**src/rtl/scan_hex_pkg.sv**
```systemverilog
// Shared encodings for the debug-unit receive-side scanner.
package scan_hex_pkg;

  typedef enum logic [1:0] {
    SCAN_IDLE = 2'd0,
    SCAN_BYTE = 2'd1,
    SCAN_WORD = 2'd2,
    SCAN_DONE = 2'd3
  } scan_state_t;

  localparam logic [7:0] CH_US = 8'h5F;
  localparam logic [7:0] CH_BS = 8'h08;
  localparam logic [7:0] CH_SP = 8'h20;
  localparam logic [7:0] CH_CR = 8'h0D;
  localparam logic [7:0] CH_LF = 8'h0A;

endpackage

```
**src/rtl/scan_hex_c2h_nibble.sv**
```systemverilog
// ASCII hex digit decoder: '0'-'9', 'A'-'F', 'a'-'f' -> nibble value.
module c2h_nibble (
  input  logic [7:0] i_ch,
  output logic       o_is_hex,
  output logic [3:0] o_nib
);

  always_comb begin
    o_is_hex = 1'b1;
    o_nib    = 4'h0;
    if (i_ch >= 8'h30 && i_ch <= 8'h39)      o_nib = 4'(i_ch - 8'h30);
    else if (i_ch >= 8'h41 && i_ch <= 8'h46) o_nib = 4'(i_ch - 8'h37);
    else if (i_ch >= 8'h61 && i_ch <= 8'h66) o_nib = 4'(i_ch - 8'h57);
    else                                     o_is_hex = 1'b0;
  end

endmodule

```
**src/rtl/scan_hex.sv**
```systemverilog
// Parses rx characters into a raw byte or a hex word for the DCP.
// SCAN_ECHO_EN adds echo_vld/echo_d, re-emitting accepted characters.
module scan_hex
  import scan_hex_pkg::*;
#(
  parameter int MAX_DIGITS = 8,
  parameter int DIN_W      = 32
) (
  input  logic             clk,
  input  logic             rstn,
  input  logic             req_rx,
  input  logic             type_rx,
  input  logic             vld_rx,
  input  logic [7:0]       d_rx,
  output logic [DIN_W-1:0] din_rx,
  output logic             err_rx,
  output logic             ack_rx
`ifdef SCAN_ECHO_EN
  ,
  output logic             echo_vld,
  output logic [7:0]       echo_d
`endif
);

  // Digits beyond MAX_DIGITS fall off the top of the accumulator.
  localparam logic [DIN_W-1:0] ACC_MASK = (4*MAX_DIGITS >= DIN_W) ? {DIN_W{1'b1}}
                                        : ((DIN_W'(1) << (4*MAX_DIGITS)) - DIN_W'(1));
  localparam logic [3:0]       MAXD     = 4'(MAX_DIGITS);

  scan_state_t      r_state, w_state_n;
  logic [DIN_W-1:0] r_acc, w_acc_n, r_din, w_din_n;
  logic [3:0]       r_cnt, w_cnt_n;
  logic             r_err, w_err_n, r_ack, w_ack_n;
  logic             r_req_q, r_req_d, r_type_q, w_req_edge;
  logic             w_is_hex, w_ws;
  logic [3:0]       w_nib;

  c2h_nibble u_c2h (.i_ch(d_rx), .o_is_hex(w_is_hex), .o_nib(w_nib));

  assign w_req_edge = r_req_q & ~r_req_d;
  assign w_ws       = (d_rx == CH_SP) || (d_rx == CH_CR) || (d_rx == CH_LF);

  always_comb begin
    w_state_n = r_state;
    w_acc_n   = r_acc;
    w_cnt_n   = r_cnt;
    w_din_n   = r_din;
    w_err_n   = r_err;
    w_ack_n   = 1'b0;
    case (r_state)
      SCAN_IDLE: if (w_req_edge) begin
        w_acc_n   = '0;
        w_cnt_n   = '0;
        w_err_n   = 1'b0;
        w_state_n = r_type_q ? SCAN_WORD : SCAN_BYTE;
      end
      SCAN_BYTE: if (vld_rx) begin
        w_din_n   = DIN_W'(d_rx);
        w_state_n = SCAN_DONE;
      end
      SCAN_WORD: if (vld_rx) begin
        if (w_is_hex) begin
          w_acc_n = {r_acc[DIN_W-5:0], w_nib} & ACC_MASK;
          if (r_cnt < MAXD) w_cnt_n = r_cnt + 4'd1;
        end else if (d_rx == CH_BS) begin
          if (r_cnt != 4'd0) begin
            w_acc_n = r_acc >> 4;
            w_cnt_n = r_cnt - 4'd1;
          end
        end else if (w_ws) begin
          if (r_cnt != 4'd0) begin
            w_din_n   = r_acc;
            w_err_n   = 1'b0;
            w_state_n = SCAN_DONE;
          end
        end else if (d_rx != CH_US) begin
          w_din_n   = r_acc;
          w_err_n   = 1'b1;
          w_state_n = SCAN_DONE;
        end
      end
      SCAN_DONE: begin
        w_ack_n   = 1'b1;
        w_state_n = SCAN_IDLE;
      end
      default: w_state_n = SCAN_IDLE;
    endcase
  end

  always_ff @(posedge clk or negedge rstn) begin
    if (!rstn) begin
      r_state  <= SCAN_IDLE;
      r_acc    <= '0;
      r_cnt    <= '0;
      r_din    <= '0;
      r_err    <= 1'b0;
      r_ack    <= 1'b0;
      r_req_q  <= 1'b0;
      r_req_d  <= 1'b0;
      r_type_q <= 1'b0;
    end else begin
      r_state  <= w_state_n;
      r_acc    <= w_acc_n;
      r_cnt    <= w_cnt_n;
      r_din    <= w_din_n;
      r_err    <= w_err_n;
      r_ack    <= w_ack_n;
      r_req_q  <= req_rx;
      r_req_d  <= r_req_q;
      r_type_q <= type_rx;
    end
  end

  assign din_rx = r_din;
  assign err_rx = r_err;
  assign ack_rx = r_ack;

`ifdef SCAN_ECHO_EN
  logic       r_echo_vld;
  logic [7:0] r_echo_d;

  always_ff @(posedge clk or negedge rstn) begin
    if (!rstn) begin
      r_echo_vld <= 1'b0;
      r_echo_d   <= 8'h00;
    end else begin
      r_echo_vld <= vld_rx && (r_state == SCAN_BYTE || r_state == SCAN_WORD);
      r_echo_d   <= d_rx;
    end
  end

  assign echo_vld = r_echo_vld;
  assign echo_d   = r_echo_d;
`endif

endmodule

```
**config.mk**
```make
export PLATFORM = sky130hd
export DESIGN_NAME = scan_hex
export DESIGN_NICKNAME = d
export VERILOG_FILES = /design/src/rtl/scan_hex_pkg.sv /design/src/rtl/scan_hex_c2h_nibble.sv /design/src/rtl/scan_hex.sv
export SDC_FILE = /design/constraint.sdc
export NUM_CORES = 1
export LEC_CHECK = 0
export CORE_MARGIN = 2
export CORE_UTILIZATION = 45
export DETAILED_ROUTE_END_ITERATION = 16
export PLACE_DENSITY = 0.68
export SLEW_MARGIN = 20
export SYNTH_ARGS = -nofsm -noshare
export SYNTH_HDL_FRONTEND = slang
export SYNTH_SLANG_ARGS = --single-unit
```
**constraint.sdc**
```tcl
create_clock -name clk -period 2.2 [get_ports clk]
set_input_delay 0.22 -clock clk [delete_from_list [all_inputs] [get_ports clk]]
set_output_delay 0.22 -clock clk [all_outputs]
set_load 0.05 [all_outputs]
```
==> results.sh <==
export IMPL_ant_nets=0
export IMPL_wl_met3_um=318
export IMPL_ys_async_sr_fraction_pct=100
export IMPL_critPathLaunchType="flip-flop"
export IMPL_syn_inst=413
export IMPL_multi_input_area_um2=1950
export IMPL_synth_edff_count=0
export IMPL_synth_flop_cell="dfrtp_1"
export IMPL_dpl_instance_area_um2=4860
export IMPL_chipWidth_um=98.4
export IMPL_yosys_area_top_type_share_pct=46.8
export IMPL_wl_per_cell_um=16.0
export IMPL_cp_data_required_time_ns=2.47
export IMPL_grt_max_degree=43
export IMPL_areaGrowthSynthToFinish_pct=28.6
export IMPL_dr_pass1_iters=4
export IMPL_critPathKind="flip-flop to flip-flop"
export IMPL_dieHeight_um=98.4
export IMPL_reg2reg_from="r_cnt[1]"
export IMPL_hold_violations=0
export IMPL_crit_fanout=10
export IMPL_end_kind="flip-flop"
export IMPL_drc=0
export IMPL_port_buffers=46
export IMPL_min_from="type_rx"
export IMPL_cts_root_buf="clkbuf_8"
export IMPL_gp_congestion=0.827
export IMPL_clock_path_buffers=2
export IMPL_drt_initial_drc_count=175
export IMPL_p_per_area_nw_per_um2=936
export IMPL_synth_area_leaders="dfrtp_1, mux2i_1, nand2_1"
export IMPL_clock_sinks=75
export IMPL_maxSlewViolCount=0
export IMPL_hp_class="primary input to flip-flop"
export IMPL_synth_area_leader_cell="dfrtp_1"
export IMPL_met1_length_um=4690
export IMPL_mostFrequentLayoutCells="dfrtp_1, nand2_1, buf_4, clkdlybuf4s50_1, a21oi_1"
export IMPL_fp_row_count=34
export IMPL_rrSetupSlack_ns=0.1
export IMPL_syn_area_per_cell_um2=9.70
export IMPL_worstSkewPairLatency_ns=0.36
export IMPL_r2r_cells=6
export IMPL_synth_area_um2=4010
export IMPL_tritoncts="built"
export IMPL_final_cell_area_um2=5150
export IMPL_htreeDepth=3
export IMPL_holdPathEnd="r_type_q"
export IMPL_wirelength_um=9660
export IMPL_num_antenna_cells=0
export IMPL_numCtsBuffers=9
export IMPL_period_minus_slack_ns=2.10
export IMPL_routed_via_density=5.40
export IMPL_status="finished, final reports clean"
export IMPL_drive_gt1_share_pct=19.4
export IMPL_ys_seq_elements=75
export IMPL_hold_path_depth=1
export IMPL_post_route_period_util_pct=95.7
export IMPL_regArea_um2=1880
export IMPL_clkTransAtPathRegs_ns=0.08
export IMPL_grt_pass1_wl_um=16700
export IMPL_setup_violations=0
export IMPL_core_area_um2=8680
export IMPL_syn_nets=437
export IMPL_grt_pass1_vias=3263
export IMPL_num_vias=3256
export IMPL_ys_seq_area_share_pct=46.8
export IMPL_start_util_pct=46.2
export IMPL_max_freq_mhz=475
export IMPL_tightest_slew_ns=0.574
export IMPL_synth_cell_types=57
export IMPL_top_layer="met4"
export IMPL_final_common_cell="dfrtp_1"
export IMPL_fillers=771
export IMPL_holdWs_ns=0.296
export IMPL_slew_headroom_pct=61.7
export IMPL_grt_overflow=0
export IMPL_peakVddDrop_v=0.000550
export IMPL_route_met2_wl_um=4490
export IMPL_rsz0062_at_grt="no"
export IMPL_yosysWarnings=0
export IMPL_drv_cap=0
export IMPL_antenna_found_initial=0
export IMPL_track_usage_pct=21.4
export IMPL_fin_nets=515
export IMPL_dieArea_um2=9680
export IMPL_num_io_pins=47
export IMPL_r2r_end="din_rx[12]"
export IMPL_final_core_util_pct=59.4
export IMPL_crit_arrival_ns=2.38
export IMPL_finClkSkew_ns=0.00904
export IMPL_total_leakage_power_uw=0.00229
export IMPL_hpwlAfterDp_um=6960
-- cells in the mapped netlist (all sizes together), types with 5 or more instances --
cell,count
ha,11
nand2,65
or2,8
mux2i,25
inv,30
nor3,25
nor2,7
clkbuf,10
nand2b,6
buf,17
a21oi,30
dfrtp,75
o21a,5
o21ai,36
o31ai,7
o221a,8
-- logic make-up after synthesis --
group / Yosys count / synth area share, %
and+or+nand+nor: 133 / 16.5
xor gates and xnor gates: 2 / 0.437
DFF: 75 / 46.8
adders and majority gates: 11 / 3.43
muxes: 26 / 6.53
buffers and inverters: 57 / 6.99
AOI/OAI and AO/OA: 109 / 19.2
-- per-stage QoR --
stage	setup TNS [ns]	instances	power [µW]	setup WS [ns]
final	0	603	4820	0.0951
after global routing	0	603	5110	0.00471
after CTS	0	600	4800	0.0155
after detailed placement	-21.91	583	3630	-0.460
after global placement	-18.35	583	3590	-0.374
after floorplan	0	413	3020	0.000799
-- power by group --
part	internal (µW)	total [µW]	switching (µW)	leakage (µW)
clock	636	1170	529	0.000109
combinational	831	1980	1150	0.00118
sequential	1540	1680	145	0.00101
total	3000	4820	1820	0.00229
-- final cells by class --
class                           instances  share of cell area (%)
Clock buffer                            9                    2.40
Clock inverter                          6                    1.77
Inverter                               30                    2.26
Multi-Input combinational cell        281                    37.8
Sequential cell                        75                    36.4
Tap cell                              108                    2.62
Timing Repair Buffer                   94                    16.8
-- worst max-delay path by stage --
stage	start	end	slack (ns)
finish	r_cnt[1]	din_rx[12]	0.1
global route	r_cnt[1]	r_acc[11]	0.005
CTS	d_rx[0]	r_cnt[3]	0.02
detailed placement	d_rx[1]	r_cnt[3]	-0.46
global placement	d_rx[1]	r_cnt[2]	-0.37
floorplan	d_rx[3]	r_cnt[3]	0.0008
-- sequential cells by signal (all words and copies together), names as in the netlist --
| signal | count |
|---|---|
| din_rx | 32 |
| r_acc | 32 |
| r_cnt | 4 |
| r_state | 2 |
| ack_rx | 1 |
| err_rx | 1 |
| r_req_d | 1 |
| r_req_q | 1 |
| r_type_q | 1 |
-- per-layer routing --
metal	GRT usage, %	vias up
met5	0	-
met2	31.9	58
met4	7.90	0
li1	-	1603
met3	3.01	10
met1	31.8	1585
-- repair_timing --
| action | 4_1_cts | 5_1_grt |
|---|---|---|
| pin swaps | 3 | 2 |
| resized for setup | 1 | 8 |
| endpoints found under the setup margin | 5 | 21 |
| hold buffers | 1 | 0 |
| hold endpoints to repair | 41 | 0 |
| buffers inserted | 1 | 3 |
-- critical path: stages, from the launching register on --
cell and delay [ns]:
dfrtp_1 0.48, nor4_4 0.42, a21oi_2 0.12, o311ai_4 0.30, or2_1 0.22, buf_4 0.25, mux2i_1 0.24
No activity file was read; power rests on OpenSTA's default activity.
